**src/rtl/branch_ctrl.sv**
```systemverilog
// Branch controller: 2-bit saturating BHT prediction at decode, branch
// resolution in EX, mispredict redirect/flush sequencing and perf counters.
//
// Ports:
//   clk, rst_n          - clock, synchronous active-low reset
//   stall               - global pipeline stall, freezes all state except FLUSH->IDLE
//   id_valid/id_inst/id_pc - decode-stage instruction
//   BrEq, BrLt          - EX comparator results
//   pred_taken          - decode-stage prediction (combinational)
//   BrUn                - comparator mode for EX: 0 unsigned, 1 signed (combinational)
//   redirect            - EX mispredict (combinational)
//   redirect_sel        - 1: branch target, 0: ex_pc+4 (combinational)
//   flush               - squash younger instructions (combinational)
//   br_count            - resolved-branch counter, saturating
//   mispred_count       - mispredict counter, saturating
module branch_ctrl #(
  parameter int unsigned BHT_IDX_W = 4,
  parameter int unsigned CNT_W     = 16
) (
  input  logic             clk,
  input  logic             rst_n,
  input  logic             stall,
  input  logic             id_valid,
  input  logic [31:0]      id_inst,
  input  logic [31:0]      id_pc,
  input  logic             BrEq,
  input  logic             BrLt,
  output logic             pred_taken,
  output logic             BrUn,
  output logic             redirect,
  output logic             redirect_sel,
  output logic             flush,
  output logic [CNT_W-1:0] br_count,
  output logic [CNT_W-1:0] mispred_count
);

  localparam int unsigned BHT_N      = 1 << BHT_IDX_W;
  localparam logic [6:0]  OPC_BRANCH = 7'b1100011;

  typedef enum logic {
    S_IDLE  = 1'b0,
    S_FLUSH = 1'b1
  } state_t;

  typedef struct packed {
    logic                 valid;
    logic                 is_branch;
    logic [2:0]           funct3;
    logic [BHT_IDX_W-1:0] idx;
    logic                 pred;
  } idex_t;

  logic [1:0]           r_bht [BHT_N];
  idex_t                r_idex;
  state_t               r_state;
  state_t               w_state_nxt;
  logic [CNT_W-1:0]     r_br_count;
  logic [CNT_W-1:0]     r_mispred_count;

  logic                 w_id_branch;
  logic [BHT_IDX_W-1:0] w_id_idx;
  logic                 w_id_pred;
  logic                 w_ex_br;
  logic                 w_taken;
  logic                 w_redirect;
  logic [1:0]           w_bht_cur;
  logic [1:0]           w_bht_nxt;
  logic                 w_unused;

  // Instruction/PC bits the controller never looks at.
  assign w_unused = ^{id_inst[31:15], id_inst[11:7], id_pc[31:BHT_IDX_W+2], id_pc[1:0]};

  // Decode-stage lookup; reads the pre-update table on an index collision.
  assign w_id_branch = id_valid & (id_inst[6:0] == OPC_BRANCH);
  assign w_id_idx    = id_pc[BHT_IDX_W+1:2];
  assign w_id_pred   = w_id_branch & r_bht[w_id_idx][1];
  assign pred_taken  = rst_n & w_id_pred;

  // EX resolution.
  assign w_ex_br = r_idex.valid & r_idex.is_branch;

  always_comb begin
    w_taken = 1'b0;
    case (r_idex.funct3)
      3'b000:         w_taken = BrEq;
      3'b001:         w_taken = ~BrEq;
      3'b100, 3'b110: w_taken = BrLt;
      3'b101, 3'b111: w_taken = ~BrLt;
      default:        w_taken = 1'b0;
    endcase
  end

  // Unsigned compare only for a live BLTU/BGEU; signed in every other case.
  assign BrUn = ~rst_n | ~(w_ex_br & (r_idex.funct3[2:1] == 2'b11));

  assign w_redirect   = rst_n & ~stall & w_ex_br & (w_taken != r_idex.pred);
  assign redirect     = w_redirect;
  assign redirect_sel = w_taken;
  assign flush        = rst_n & (w_redirect | (r_state == S_FLUSH));

  // Flush sequencer state register.
  always_ff @(posedge clk) begin
    if (!rst_n) r_state <= S_IDLE;
    else        r_state <= w_state_nxt;
  end

  // Flush sequencer next state; FLUSH always completes regardless of stall.
  always_comb begin
    w_state_nxt = r_state;
    case (r_state)
      S_IDLE:  if (w_redirect) w_state_nxt = S_FLUSH;
      S_FLUSH: w_state_nxt = S_IDLE;
      default: w_state_nxt = S_IDLE;
    endcase
  end

  // ID->EX pipeline register.
  always_ff @(posedge clk) begin
    if (!rst_n) begin
      r_idex <= '0;
    end else if (!stall) begin
      if (flush) begin
        r_idex <= '0;
      end else begin
        r_idex.valid     <= id_valid;
        r_idex.is_branch <= w_id_branch;
        r_idex.funct3    <= id_inst[14:12];
        r_idex.idx       <= w_id_idx;
        r_idex.pred      <= w_id_pred;
      end
    end
  end

  // Saturating 2-bit counter update for the resolving branch.
  assign w_bht_cur = r_bht[r_idex.idx];

  always_comb begin
    w_bht_nxt = w_bht_cur;
    if (w_taken) begin
      if (w_bht_cur != 2'b11) w_bht_nxt = w_bht_cur + 2'd1;
    end else begin
      if (w_bht_cur != 2'b00) w_bht_nxt = w_bht_cur - 2'd1;
    end
  end

  always_ff @(posedge clk) begin
    if (!rst_n) begin
      for (int unsigned i = 0; i < BHT_N; i++) r_bht[i] <= 2'b01;
    end else if (!stall && w_ex_br) begin
      r_bht[r_idex.idx] <= w_bht_nxt;
    end
  end

  // Saturating performance counters.
  always_ff @(posedge clk) begin
    if (!rst_n) begin
      r_br_count      <= '0;
      r_mispred_count <= '0;
    end else begin
      if (!stall && w_ex_br && (r_br_count != '1))
        r_br_count <= r_br_count + CNT_W'(1);
      if (w_redirect && (r_mispred_count != '1))
        r_mispred_count <= r_mispred_count + CNT_W'(1);
    end
  end

  assign br_count      = r_br_count;
  assign mispred_count = r_mispred_count;

endmodule

```
**config.mk**
```make
export PLATFORM = sky130hd
export DESIGN_NAME = branch_ctrl
export DESIGN_NICKNAME = d
export VERILOG_FILES = /design/src/rtl/branch_ctrl.sv
export SDC_FILE = /design/constraint.sdc
export NUM_CORES = 1
export LEC_CHECK = 0
export ABC_CLOCK_PERIOD_IN_PS = 2400
export BUFFER_PORTS_ARGS = -buffer_cell sky130_fd_sc_hd__buf_2
export CAP_MARGIN = 20
export CORE_ASPECT_RATIO = 1.2
export CORE_MARGIN = 10
export CORE_UTILIZATION = 32
export CTS_CLUSTER_SIZE = 10
export DETAILED_ROUTE_END_ITERATION = 8
export PLACE_DENSITY = 0.6
export SETUP_SLACK_MARGIN = 0.4
export SLEW_MARGIN = 20
export SYNTH_ARGS = -nofsm -noshare
export SYNTH_HDL_FRONTEND = slang
export SYNTH_SLANG_ARGS = --single-unit
export TNS_END_PERCENT = 100
```
**constraint.sdc**
```tcl
create_clock -name clk -period 2.4 [get_ports clk]
set_input_delay 0.24 -clock clk [delete_from_list [all_inputs] [get_ports clk]]
set_output_delay 0.24 -clock clk [all_outputs]
set_load 0.01 [all_outputs]
```
Word-level counts from Yosys, hierarchy flattened. Memories as Yosys holds them, arrays and structs flattened. A register that Yosys moved wholly into a read port is not among the register bits. Cells that the tools add are included.

Input bits: 70. Register bits after elaboration: 43. Memories kept: 1. Output and inout bits: 37. Bits in writable memories: 32.

Memory list: r_bht (depth 16, bits a word 2, rd ports 2, clocked after Yosys merged registers in 1, write ports 16, line 53) `logic [1:0] r_bht [BHT_N];`.

Mux-type cells: 16. Add/subtract/negate cells: 4. Bitwise operators: 17. Reduce and logical (&&, ||, !) cells: 9. Equality and inequality tests: 11.

Operators by type and width (count): $add A16 B1 Y16 const B (2); $ne A16 B16 Y1 const B (2); $eq A3 B3 Y1 const B (4); $mux W4 (3); $mux W10 (1); $and A1 B1 Y1 (9); $mux W2 (4); $eq A7 B7 Y1 const B (1); $mux W1 (6); $not A1 Y1 (6); $reduce_or A2 Y1 (3); $pmux W1 S4 (1); $eq A3 B1 Y1 const B (1); $logic_and A1 B1 Y1 (3); $logic_not A3 Y1 (1); $add A2 B1 Y2 const B (1); $eq A2 B2 Y1 const B (1); $ne A2 B2 Y1 const B (1); $or A1 B1 Y1 (2); $pmux W1 S2 (1); $reduce_bool A2 Y1 (1); $sub A2 B1 Y2 const B (1); $logic_not A1 Y1 (1); $ne A1 B1 Y1 (1).

Depth between registers and ports, before layout. Gate-level depths: netlist of the first run.

Depth after elaboration: 10. Gate-level depth with buffers: 8. Depth with buffers taken out: 7.

Worst setup path before layout of the first run. No wires, ideal clock.

Path type: flip-flop to flip-flop. From: register with a tool-made name. To: memory r_bht[0][0] (data pin). Stages on the path, launching flop included: 8. Setup slack: 0.338 ns. Setup time: 0.292 ns. Clock period less this slack: 2.062 ns. Data arrival time: 1.770 ns. Data required time: 2.108 ns. Cells stage by stage: dfxtp_1 buf_4 mux4_2 a22o_1 nor2_2 maj3_4 buf_6 nand3_1.

RTL lines (line): to (decl) (53).

==> load_flow_metrics.sql, run 1 <==
INSERT INTO impl_metrics (metric_group, metric, value, unit) VALUES
('grt', 'antenna_found_initial', '0', ''),
('floorplanning', 'die_w', '121', 'um'),
('grt', 'global_route.overflow_total', '0', ''),
('critical_path', 'worst_r2r_endpoint', 'r_bht[0][0]$_SDFFCE_PN1P_', ''),
('sta', 'max_freq', '0.448', 'GHz'),
('route', 'detail_route.vias_per_cell', '5.24', ''),
('synthesis', 'synth.area.top_cells', 'sky130_fd_sc_hd__edfxtp_1 25%, sky130_fd_sc_hd__dfxtp_1 24%, sky130_fd_sc_hd__mux4_2 7.5%', ''),
('sta', 'period_minus_slack', '2.23', 'ns'),
('synthesis', 'synthFlopType', 'sky130_fd_sc_hd__dfxtp_1', ''),
('route', 'drt-initial-drc-count', '199', ''),
('synthesis', 'synth_top_area_share', '24.6', '%'),
('cts', 'longest_clk_path_bufs', '2', ''),
('critical_path', 'critical_path.max_stage_delay', '0.49', 'ns'),
('cts', 'clkSinkCount', '79', ''),
('layout', 'num-nets-final', '524', ''),
('critical_path', 'worst_setup_path_end_kind', 'output port', ''),
('status', 'run_status', 'complete, no violations', ''),
('sta', 'slew_viol_final', '0', ''),
('power', 'p_per_area', '591', 'nW/um2'),
('power', 'clockPowerShare', '42.6', '%'),
('min_path', 'hp-class', 'in2reg', ''),
('cts', 'path_clk_slew', '0.06', 'ns'),
('floorplanning', 'floorplan_die_area', '17000', 'um2'),
('layout', 'layout_cells_sized_above_1', '33.8', '%'),
('power', 'combinationalPowerShare', '8.8', '%'),
('critical_path', 'path_delay_family', 'multiplexers', ''),
('grt', 'grt_use_total', '12.4', '%'),
('route', 'dr.pass1.iters', '4', ''),
('power', 'p_sw_share', '22.8', '%'),
('route', 'average_detailed_routed_wire_length_per_instance', '16.7', 'um'),
('sta', 'max-slew-margin-rel', '49.5', '%'),
('min_path', 'min_delay_path_depth', '2', ''),
('power', 'p_leak', '1.83', 'nW'),
('place', 'pre_cts_setup_slack', '0.128', 'ns'),
('grt', 'vias_in_the_first_global_route', '3265', ''),
('route', 'vias', '3233', ''),
('place', 'hpwl', '7.17', 'mm'),
('synthesis', 'synth_nets', '450', ''),
('power', 'part_of_the_power_in_registers', '48.6', '%'),
('synthesis', 'synth_common_cells', '47 x sky130_fd_sc_hd__dfxtp_1, 47 x sky130_fd_sc_hd__nand2_1, 36 x sky130_fd_sc_hd__nand3_1', ''),
('critical_path', 'cp.arrival', '1.99', 'ns'),
('sta', 'worstMarginPinSlew', '0.756', 'ns'),
('power', 'worst_ir_drop_vdd', '250', 'uV'),
('min_path', 'hold-path-endpoint', 'r_idex[6]$_SDFFE_PN0N_', ''),
('critical_path', 'crit_required', '2.16', 'ns'),
('sta', 'finalWorstSetupSlack', '0.170', 'ns'),
('min_path', 'worst_hold_startpoint', 'id_inst[13]', ''),
('layout', 'fillCellCount', '1166', ''),
('synthesis', 'synth_seq_area_share', '48.7', '%'),
('layout', 'syn_to_final_growth', '28.3', '%'),
('cts', 'cts_tree', 'built', ''),
('critical_path', 'critical_path.cell_chain', 'mux4_2 > mux4_2 > nor2b_4 > buf_6', ''),
('critical_path', 'critPathSlowestCell', 'sky130_fd_sc_hd__mux4_2', ''),
('place', 'dpl-instance-area', '4370', 'um2'),
('layout', 'finish.instance_area', '5010', 'um2'),
('synthesis', 'post_synthesis_instance_total', '378', ''),
('cts', 'worst_skew_pair.late_latency', '0.33', 'ns'),
('floorplanning', 'floorplan.rows', '44', ''),
('synthesis', 'yosys_warnings', '0', ''),
('sta', 'grt_setup_unrepaired', 'yes', ''),
('critical_path', 'rr_startpoint', 'r_bht[11][1]$_SDFFCE_PN0P_', ''),
('floorplanning', 'io_pins', '107', ''),
('critical_path', 'internal_reg_to_reg_setup_slack', '0.24', 'ns'),
('power', 'cellInternalPower', '2.29', 'mW'),
('sta', 'finalSetupViolations', '0', ''),
('critical_path', 'path_max_fanout', '2', ''),
('synthesis', 'synth_cell_type_count', '54', ''),
('critical_path', 'start_kind', 'flip-flop', ''),
('synthesis', 'synth_edf_count', '32', ''),
('flow_run', 'max-cap-violations', '0', ''),
('synthesis', 'synth.cell_area', '3910', 'um2');
how the worst max path moves through the flow:
stage,start,endpoint,slack (ns),cells after the start
final,r_bht[14][1]$_SDFFCE_PN0P_,pred_taken,0.17,4
after global routing,r_bht[15][1]$_SDFFCE_PN0P_,pred_taken,0.13,4
after floorplan,flip-flop,r_bht[0][0]$_SDFFCE_PN1P_,0.40,7
after detailed placement,r_idex[7]$_SDFFE_PN0N_,mispred_count[9]$_SDFFE_PN0P_,0.13,9
after CTS,r_bht[14][1]$_SDFFCE_PN0P_,pred_taken,0.17,4
after global placement,r_idex[7]$_SDFFE_PN0N_,mispred_count[9]$_SDFFE_PN0P_,0.17,9
sequential cells by signal, indices dropped and copies added (netlist names), named ones only:
register / count
br_count: 16
mispred_count: 16
r_bht: 32
r_idex: 10
r_state: 1
power groups by stage:
stage               clock (mW)  combinational, mW  sequential (mW)
finish                    1.26              0.261             1.44
floorplan                    0              0.152             1.46
detailed placement           0              0.196             1.47
CTS                       1.29              0.242             1.44
global route              1.36              0.279             1.45
global placement             0              0.191             1.47
cell usage in the layout (no fill, tap or decap), drive strengths merged, types with 13 or more instances in the layout:
cell type and n:
nand4 17, edfxtp 32, mux4 13, buf 80
nand2 47, dfxtp 47, nor2 31, nand3 36
and2 15, clkbuf 14
repair_timing:
item,CTS,global route
pin swaps,11,8
buffers inserted,8,4
gates resized for setup,33,30
hold buffers,0,0
endpoints found under the setup margin,55,56
cloned,2,0
layer usage:
metal	global-route usage [%]	routed length [um]	vias to the layer above
met1	14.0	4090	1571
met5	0	0	-
met4	4.71	232	0
li1	-	-	1557
met3	3.64	710	20
met2	21.3	5280	85
per-stage QoR:
step / cells / power [mW] / util, %
after floorplan: 378 / 1.61 / -
after global placement: 588 / 1.66 / 36.3
after detailed placement: 588 / 1.67 / 36.3
after CTS: 613 / 2.97 / 40.4
after global routing: 617 / 3.08 / 41.6
final: 617 / 2.97 / 41.6
layout make-up:
cell class                 count  area (um2)  share of cell area (%)
timing repair buffer          80         503                    10.0
sequential                    79        1920                    38.2
clock inverter                 1        5.00                  0.0998
clock buffer                  14         268                    5.34
multi-input combinational    278        2100                    41.9
tap                          161         201                    4.02
inverter                       4        20.0                   0.399
cell families (layout without fill, tap and decap cells):
| group | count (synthesis) | count (layout) | share of synthesized area, % |
|---|---|---|---|
| AOI/OAI and AO/OA | 40 | 40 | 7.94 |
| DFF | 79 | 79 | 48.7 |
| adders and majority gates | 4 | 6 | 1.28 |
| xor gates and xnor gates | 14 | 14 | 3.14 |
| and+or+nand+nor | 200 | 200 | 27.1 |
| muxes | 18 | 18 | 8.77 |
| buffers and inverters | 23 | 99 | 3.14 |
No activity file was read; power rests on OpenSTA's default activity.
==> run 2: changes to the inputs <==
--- a/config.mk
+++ b/config.mk
@@ -13,7 +13,7 @@
 export CORE_UTILIZATION = 32
 export CTS_CLUSTER_SIZE = 10
 export DETAILED_ROUTE_END_ITERATION = 8
-export PLACE_DENSITY = 0.6
+export PLACE_DENSITY_LB_ADDON = 0.1
 export SETUP_SLACK_MARGIN = 0.4
 export SLEW_MARGIN = 20
 export SYNTH_ARGS = -nofsm -noshare
==> run 2 against run 1 <==
Against the previous run:
- count of clock-buffer cells in the layout shrank 1
- maximum frequency is 0.18% higher
- non-clock buffer count grew 1
- global-route usage decreased by 0.061 points
- first-iteration DRC count down 17%
- critical endpoint unchanged
==> load_flow_metrics.sql, run 2 (same netlist as run 1, synthesis figures left out) <==
INSERT INTO impl_metrics (metric_group, metric, value, unit) VALUES
('sta', 'worstMarginPinSlew', '0.718', 'ns'),
('grt', 'grt_use_total', '12.3', '%'),
('route', 'detail_route.vias_per_cell', '5.15', ''),
('place', 'hpwl', '7.24', 'mm'),
('cts', 'cts_tree', 'built', ''),
('sta', 'period_minus_slack', '2.23', 'ns'),
('place', 'pre_cts_setup_slack', '0.0204', 'ns'),
('power', 'p_leak', '1.85', 'nW'),
('floorplanning', 'die_height', '141', 'um'),
('route', 'drt-initial-drc-count', '165', ''),
('layout', 'regMostFlops', 'r_bht', ''),
('power', 'power', '3.06', 'mW'),
('sta', 'max-slew-margin-rel', '52.0', '%'),
('cts', 'htreeDepth', '3', ''),
('floorplanning', 'floorplan_die_area', '17000', 'um2'),
('route', 'average_detailed_routed_wire_length_per_instance', '16.6', 'um'),
('critical_path', 'crit_required', '2.16', 'ns'),
('power', 'p_per_area', '608', 'nW/um2'),
('place', 'dpl-instance-area', '4390', 'um2'),
('place', 'routabilityCongestion', '0.783', ''),
('status', 'run_status', 'complete, no violations', ''),
('sta', 'max_freq', '0.449', 'GHz'),
('sta', 'hold_viol_final', '0', ''),
('sta', 'slew_viol_final', '0', ''),
('floorplanning', 'initial_core_util', '32.4', '%'),
('cts', 'cts_made_buffers', '9', ''),
('critical_path', 'critical_path.max_stage_delay', '0.49', 'ns'),
('critical_path', 'worst_setup_path_end_kind', 'output port', ''),
('route', 'dr.pass1.iters', '7', ''),
('floorplanning', 'die_w', '121', 'um'),
('floorplanning', 'core_area', '12100', 'um2'),
('critical_path', 'critical_path.cell_chain', 'mux4_2 > mux4_2 > nor2b_4 > buf_6', ''),
('route', 'drcViolationCount', '0', ''),
('min_path', 'hp-class', 'in2reg', ''),
('route', 'route.antenna.remaining_nets', '0', ''),
('floorplanning', 'floorplan.rows', '44', ''),
('sta', 'skew_final', '0.00849', 'ns'),
('layout', 'insertedDiodeCount', '0', ''),
('cts', 'clkSinkCount', '79', ''),
('critical_path', 'rr_worst_depth', '5', ''),
('critical_path', 'start_kind', 'flip-flop', ''),
('cts', 'cts_hold_buffers', '0', ''),
('layout', 'final-seq-area', '1920', 'um2'),
('grt', 'antenna_found_initial', '0', ''),
('sta', 'final_min_period_over_clock_period', '92.8', '%'),
('layout', 'final_cell_mix', '54 x sky130_fd_sc_hd__buf_2, 44 x sky130_fd_sc_hd__nand2_1, 40 x sky130_fd_sc_hd__dfxtp_1', ''),
('grt', 'grt_first_pass_wirelength', '16.7', 'mm'),
('cts', 'worst_skew_pair.late_latency', '0.34', 'ns'),
('layout', 'layout_cells_sized_above_1', '34.4', '%'),
('route', 'routed_wl', '10.3', 'mm'),
('layout', 'layout.cells.most_common', 'sky130_fd_sc_hd__buf_2', ''),
('critical_path', 'crit_type', 'reg2out', ''),
('sta', 'finalSetupViolations', '0', ''),
('cts', 'longest_clk_path_bufs', '2', ''),
('flow_run', 'max-cap-violations', '0', ''),
('power', 'worst_ir_drop_vdd', '311', 'uV'),
('sta', 'finalWorstSetupSlack', '0.174', 'ns'),
('layout', 'finish.instance_area', '5040', 'um2'),
('cts', 'root_buffer', 'sky130_fd_sc_hd__clkbuf_16', ''),
('layout', 'multi_input_comb_area', '2090', 'um2'),
('critical_path', 'cp.arrival', '1.99', 'ns'),
('min_path', 'min_delay_path_depth', '2', ''),
('floorplanning', 'io_pins', '107', ''),
('layout', 'fillCellCount', '1169', ''),
('grt', 'vias_in_the_first_global_route', '3162', ''),
('layout', 'syn_to_final_growth', '29.0', '%'),
('layout', 'num-nets-final', '524', ''),
('cts', 'path_clk_slew', '0.06', 'ns'),
('sta', 'setup_total_negative_slack', '0', 'ns'),
('place', 'buffer_ports.inserted', '56', ''),
('critical_path', 'critPathSlowestCell', 'sky130_fd_sc_hd__mux4_2', ''),
('route', 'vias', '3181', ''),
('critical_path', 'path_max_fanout', '2', ''),
('critical_path', 'critPathMostFrequentCell', 'sky130_fd_sc_hd__mux4_2', ''),
('layout', 'largest_register_ffs', '32', ''),
('sta', 'grt_setup_unrepaired', 'yes', ''),
('grt', 'global_route.overflow_total', '0', ''),
('grt', 'largest_net_degree_at_the_start_of_global_routing', '58', '');
## run 2: cell count changes in the layout (fill, tap and decap cells not counted), moves of 2 or more
cell / previous run / this run
sky130_fd_sc_hd__nor2_2: 4 / 2
sky130_fd_sc_hd__nor2_1: 25 / 27
sky130_fd_sc_hd__buf_6: 10 / 7
sky130_fd_sc_hd__buf_12: 0 / 2
sky130_fd_sc_hd__nand2_1: 46 / 44
sky130_fd_sc_hd__buf_4: 16 / 18
sky130_fd_sc_hd__nand3_1: 25 / 23
sky130_fd_sc_hd__nand2_2: 1 / 3
sky130_fd_sc_hd__nand3_2: 10 / 13
## run 2: repair_timing
item | CTS | global route
cloned | 1 | 0
buffers inserted | 10 | 3
gates resized for setup | 34 | 26
endpoints found under the setup margin | 52 | 56
pin swaps | 18 | 5
## run 2: cell type report
| class | instances | area share (%) |
|---|---|---|
| Multi-Input combinational cell | 277 | 41.4 |
| Sequential cell | 79 | 38.0 |
| Timing Repair Buffer | 81 | 10.4 |
| Clock buffer | 13 | 4.96 |
| Tap cell | 161 | 4.00 |
| Clock inverter | 3 | 0.869 |
| Inverter | 4 | 0.347 |
## run 2: worst paths after layout
path                                  from                            end  slack [ns]
max             r_bht[11][1]$_SDFFCE_PN0P_                     pred_taken        0.17
max reg2reg                      flip-flop      r_bht[0][0]$_SDFFCE_PN1P_        0.32
min                            id_inst[14]         r_idex[7]$_SDFFE_PN0N_        0.11
min reg2reg  mispred_count[5]$_SDFFE_PN0P_  mispred_count[5]$_SDFFE_PN0P_        0.50
## run 2: stage by stage
stage	std cells	hold slack (ns)	util, %
after global placement	588	0.458	36.4
final	618	0.110	41.8
after global routing	618	0.107	41.8
after CTS	615	0.101	40.9
after floorplan	378	0.366	-
after detailed placement	588	0.456	36.4
## run 2: report_power, final
group	internal, mW	total (mW)	switching (mW)
combinational	0.113	0.255	0.142
sequential	1.41	1.44	0.0270
clock	0.835	1.37	0.532
total	2.36	3.06	0.700
## run 2: worst max-delay path: cells and delay by family, from the launching register on
family / cells / cell delay (ns)
and+or+nand+nor: 1 / 0.15
DFF: 1 / 0.41
muxes: 2 / 0.96
buffers and inverters: 1 / 0.13
## run 2: metal layers
layer  GRT usage [%]  part of all wire (%)  up-vias
met5               0                     0        -
met4            5.53                   2.0        0
met3            3.08                   5.6       14
met2            21.0                    51       75
met1            14.1                    42     1544
li1                -                     -     1548
